==> src/rtl/ss_seq_pkg.sv <==
// Shared types and constants for the save-state sequencer.
package ss_seq_pkg;

    localparam int SS_ADDR_W = 8;
    localparam int SS_DAT_W  = 8;

    // Slot in the state address space that holds the mapper index.
    localparam int SS_MAP_IDX_SLOT = 127;

    typedef enum logic [3:0] {
        S_IDLE,
        S_SETUP,
        S_CAP,
        S_MWR,
        S_MRD,
        S_STRB_HI,
        S_STRB_LO,
        S_NEXT,
        S_DONE
    } ss_state_e;

endpackage

==> src/rtl/ss_m2_gen.sv <==
// Strobe generator: while go is held, m2 is high for M2_HALF cycles and then low
// for M2_HALF cycles; fin pulses on the last cycle of each half.
module ss_m2_gen #(
    parameter int M2_HALF = 4
) (
    input  logic clk_i,
    input  logic rst_i,
    input  logic go_i,
    output logic m2_o,
    output logic fin_o
);

    localparam int CW = (M2_HALF > 1) ? $clog2(M2_HALF) : 1;
    localparam logic [CW-1:0] RELOAD = CW'(M2_HALF - 1);

    logic [CW-1:0] cnt_q, cnt_d;
    logic          low_q, low_d;

    always_comb begin
        cnt_d = RELOAD;
        low_d = 1'b0;
        fin_o = 1'b0;
        if (go_i) begin
            cnt_d = cnt_q - CW'(1);
            low_d = low_q;
            if (cnt_q == '0) begin
                fin_o = 1'b1;
                cnt_d = RELOAD;
                low_d = ~low_q;
            end
        end
    end

    // Gated by go so the strobe drops in the same cycle the sequencer leaves the strobe states.
    assign m2_o = go_i & ~low_q;

    always_ff @(posedge clk_i or posedge rst_i) begin
        if (rst_i) begin
            cnt_q <= RELOAD;
            low_q <= 1'b0;
        end else begin
            cnt_q <= cnt_d;
            low_q <= low_d;
        end
    end

endmodule

==> src/rtl/ss_seq.sv <==
// Save-state sequencer: walks the mapper state addresses, copying each byte to
// state memory (save) or replaying memory bytes into the mapper via ss_m2 (load).
module ss_seq
    import ss_seq_pkg::*;
#(
    parameter int REG_CNT = 128,
    parameter int SETTLE  = 2,
    parameter int M2_HALF = 4
) (
    input  logic                 clk,
    input  logic                 rst,
    input  logic                 start,
    input  logic                 dir,
    output logic                 busy,
    output logic                 done,
    output logic                 ss_act,
    output logic                 ss_we,
    output logic [SS_ADDR_W-1:0] ss_addr,
    output logic [SS_DAT_W-1:0]  ss_wdat,
    output logic                 ss_m2,
    input  logic [SS_DAT_W-1:0]  ss_rdat,
    output logic                 mem_req,
    output logic                 mem_we,
    output logic [SS_ADDR_W-1:0] mem_addr,
    output logic [SS_DAT_W-1:0]  mem_wdat,
    input  logic [SS_DAT_W-1:0]  mem_rdat,
    input  logic                 mem_ack,
    output ss_state_e            dbg_state_o
);

    localparam int SW = (SETTLE > 1) ? $clog2(SETTLE) : 1;
    localparam logic [SW-1:0] SETTLE_LAST = SW'(SETTLE - 1);
    // Nine bits so that REG_CNT=256 reaches its last address without wrapping.
    localparam logic [8:0] LAST_ADDR = 9'(REG_CNT - 1);

    ss_state_e               state_q, state_d;
    logic [8:0]              addr_q, addr_d;
    logic                    dir_q, dir_d;
    logic [SW-1:0]           settle_q, settle_d;
    logic [SS_DAT_W-1:0]     cap_q, cap_d;
    logic [SS_DAT_W-1:0]     ldat_q, ldat_d;
    logic                    strb_go;
    logic                    strb_fin;

    assign strb_go = (state_q == S_STRB_HI) || (state_q == S_STRB_LO);

    ss_m2_gen #(.M2_HALF(M2_HALF)) u_m2 (
        .clk_i (clk),
        .rst_i (rst),
        .go_i  (strb_go),
        .m2_o  (ss_m2),
        .fin_o (strb_fin)
    );

    // Memory handshake: mem_req is held with stable mem_we/addr/wdat until a cycle
    // with mem_ack high; that cycle completes the access and mem_req drops next cycle.
    always_comb begin
        state_d  = state_q;
        addr_d   = addr_q;
        dir_d    = dir_q;
        settle_d = settle_q;
        cap_d    = cap_q;
        ldat_d   = ldat_q;
        case (state_q)
            S_IDLE: begin
                if (start) begin
                    addr_d   = '0;
                    dir_d    = dir;
                    settle_d = '0;
                    state_d  = S_SETUP;
                end
            end
            S_SETUP: begin
                if (settle_q == SETTLE_LAST) begin
                    state_d = dir_q ? S_MRD : S_CAP;
                end else begin
                    settle_d = settle_q + SW'(1);
                end
            end
            S_CAP: begin
                cap_d   = ss_rdat;
                state_d = S_MWR;
            end
            S_MWR: begin
                if (mem_ack) state_d = S_NEXT;
            end
            S_MRD: begin
                if (mem_ack) begin
                    ldat_d  = mem_rdat;
                    state_d = S_STRB_HI;
                end
            end
            S_STRB_HI: begin
                if (strb_fin) state_d = S_STRB_LO;
            end
            S_STRB_LO: begin
                if (strb_fin) state_d = S_NEXT;
            end
            S_NEXT: begin
                if (addr_q == LAST_ADDR) begin
                    state_d = S_DONE;
                end else begin
                    addr_d   = addr_q + 9'd1;
                    settle_d = '0;
                    state_d  = S_SETUP;
                end
            end
            S_DONE:  state_d = S_IDLE;
            default: state_d = S_IDLE;
        endcase
    end

    always_ff @(posedge clk or posedge rst) begin
        if (rst) begin
            state_q  <= S_IDLE;
            addr_q   <= '0;
            dir_q    <= 1'b0;
            settle_q <= '0;
            cap_q    <= '0;
            ldat_q   <= '0;
        end else begin
            state_q  <= state_d;
            addr_q   <= addr_d;
            dir_q    <= dir_d;
            settle_q <= settle_d;
            cap_q    <= cap_d;
            ldat_q   <= ldat_d;
        end
    end

    assign busy        = (state_q != S_IDLE);
    assign ss_act      = busy;
    assign done        = (state_q == S_DONE);
    assign ss_we       = strb_go;
    assign ss_addr     = addr_q[SS_ADDR_W-1:0];
    assign ss_wdat     = ldat_q;
    assign mem_req     = (state_q == S_MWR) || (state_q == S_MRD);
    assign mem_we      = (state_q == S_MWR);
    assign mem_addr    = ss_addr;
    assign mem_wdat    = cap_q;
    assign dbg_state_o = state_q;

endmodule

==> config.mk <==
export PLATFORM = sky130hd
export DESIGN_NAME = ss_seq
export DESIGN_NICKNAME = d
export VERILOG_FILES = /design/src/rtl/ss_seq_pkg.sv /design/src/rtl/ss_m2_gen.sv /design/src/rtl/ss_seq.sv
export SDC_FILE = /design/constraint.sdc
export NUM_CORES = 1
export LEC_CHECK = 0
export CORE_ASPECT_RATIO = 1.1
export CORE_MARGIN = 10
export CORE_UTILIZATION = 55
export DETAILED_ROUTE_END_ITERATION = 10
export DONT_BUFFER_PORTS = 1
export PLACE_DENSITY_LB_ADDON = 0.2
export REMOVE_ABC_BUFFERS = 1
export SETUP_SLACK_MARGIN = 0.4
export SYNTH_ARGS = -nofsm -noshare
export SYNTH_HDL_FRONTEND = slang
export SYNTH_SLANG_ARGS = --single-unit
==> constraint.sdc <==
create_clock -name clk -period 2.97 [get_ports clk]
set_input_delay 0.891 -clock clk [delete_from_list [all_inputs] [get_ports clk]]
set_output_delay 0.891 -clock clk [all_outputs]
set_load 0.05 [all_outputs]
==> reports/metrics.yaml <==
grt_max_degree: 19
layout_commonest_cell: "dfrtp_1"
post-dp-hpwl_mm: 2.80
arrival_ps: 1560
cpMaxStageDelayCell: "dfrtp_2"
seq_area_um2: 856
post-cts-setup-buffers: 0
stdcell_count: 198
post_drt_wl_per_cell_um: 18.3
vias: 1146
clk_pin_slew_worst_paths_ps: 110
ant_nets: 0
period_needed_ps: 2450
multi_input_area_um2: 708
crit_start: "dbg_state_o[0]"
antenna_found_initial: 0
track_usage: 0.123
clockBufferDepth: 2
drive_gt1_frac: 0.335
final-max-slew-violation-count: 0
hp-class: "in2async"
initial_utilization: 0.574
overflow: 0
max_freq_mhz: 408
cts-root-buf: "clkbuf_4"
r2r-start: "dbg_state_o[3]"
r2r-end: "mem_wdat[4]"
gp_congestion: 0.819
ys_types: 36
syn-instance-count: 163
cts_tree: "done"
status: "finished, final reports clean"
drc_errors: 0
num_rows: 21
skew_ps: 9.48
finalCritPeriodShare: 0.825
finalHoldViolations: 0
path_cells: "xor2_1 > nand2_1 > nor2_1 > buf_4"
die_h_um: 79.2
drt-total-wl_mm: 3.62
grt_pass1_wl_mm: 5.63
pin_count: 64
cp_num_buf_inv: 1
core-area_um2: 3050
antenna_cells: 0
filler_cell_count: 266
grt_pass1_vias: 1105
cts_sinks: 34
crit_path_end_kind: "output pin"
cpLargestDelayFamily: "flip-flops"
synthArstFlopShare: 1.00
final_net_count: 186
r2r_cells: 4
cts_buffers: 5
ctsHtreeMaxLevel: 2
rrSetupSlack_ps: 1170
required_ps: 2080
ys_ff_latch: 34
finalSetupTns_ps: 0
io_buffers: 0
fp.dieArea_um2: 5840
worst-setup-path-type: "reg2out"
drt-pass1-iter-count: 4
dp.cells: 190
area_growth_pct: 6.65
cp_slowest_stage_delay_ps: 550
setup_viol: 0
cap_violations: 0
via_per_inst: 5.79
drt_iter0_markers: 98
die_w_um: 73.8
netlist_area_um2: 1750
seq_area_frac_synth: 0.487
worstSetupStartpointType: "flop"
ys_warn_count: 0
cp_max_fo: 13
worst_pin_slew_ps: 605
rsz0062_at_grt: "yes"
synth.avg_cell_area_um2: 10.7
slew_headroom: 0.596
finish.utilization: 0.612
final_cell_mix: "dfrtp_1 (30), mux2_2 (16), nand2_1 (15), buf_4 (15), nor2_1 (14)"
clk_latency_ps: 340
synth_edf_count: 0
synthFlopType: "dfrtp_1"
## logic make-up (layout without fill, tap and decap cells)
group / count (synthesis) / count (layout) / synth area share
buf+inv: 32 / 33 / 0.109
flops: 34 / 34 / 0.487
compound gates: 20 / 20 / 0.0894
simple gates: 50 / 50 / 0.149
fa+ha+maj: 2 / 2 / 0.0143
mux: 20 / 20 / 0.126
xor+xnor: 5 / 5 / 0.0250
## flip-flops by register name, indices dropped and copies added, names as in the netlist
name	count
addr_q	9
mem_wdat	8
ss_wdat	8
dbg_state_o	4
u_m2.cnt_q	2
dir_q	1
settle_q	1
u_m2.low_q	1
## worst register-to-register path, stage by stage (launching register included)
cell	delay [ps]
dfrtp_1	440
nor2_1	320
nand2_1	150
nor2_2	390
mux2_2	390
## synth_stat cells (2+ instances only)
master    n  share of area
a21oi_1   7          0.020
a31o_2    3          0.015
and3_1    6          0.021
buf_2     2         0.0057
buf_4    18          0.077
dfrtp_1  32           0.46
dfstp_2   2          0.030
ha_1      2          0.014
inv_1    10          0.021
mux2_2   16           0.10
mux2i_1   4          0.023
nand2_1  15          0.032
nand3_1   5          0.014
nand4_1   2         0.0071
nor2_1   14          0.030
o21ai_0   2         0.0057
xnor2_1   4          0.020
## layout make-up
type	count	share of cell area
flip-flops and latches	34	0.458
multi-input cells	97	0.379
repair buffers	15	0.0603
clock inverters	3	0.0369
well taps	34	0.0228
inverters	10	0.0221
clock buffers	5	0.0201
## per-layer routing
layer / GRT usage / vias up / routed length, um
met5: 0 / - / 0
met4: 0.0522 / 0 / 48
met3: 0.0709 / 4 / 380
met2: 0.199 / 36 / 1950
met1: 0.125 / 565 / 1240
li1: - / 541 / -
## what timing repair did
item | CTS | global route
hold buffers | 0 | 0
setup endpoints to repair | 3 | 4
gates resized for setup | 4 | 2
## how the worst max path moves through the flow
stage,to,slack (ps),depth (start not counted)
floorplan,ss_m2,240,3
global placement,ss_we,770,3
detailed placement,mem_req,720,3
CTS,mem_we,420,2
global route,ss_m2,400,4
finish,ss_m2,520,4
## through the flow
step	hold slack [ps]	worst slack [ps]	area, um^2
after global routing	522	396	1870
after global placement	458	772	1750
after detailed placement	475	720	1750
final	495	519	1870
after floorplan	444	244	1600
after CTS	503	423	1860
Power is not shown: default switching activity piles up to over one toggle a cycle in this logic, so the estimate is an artifact.
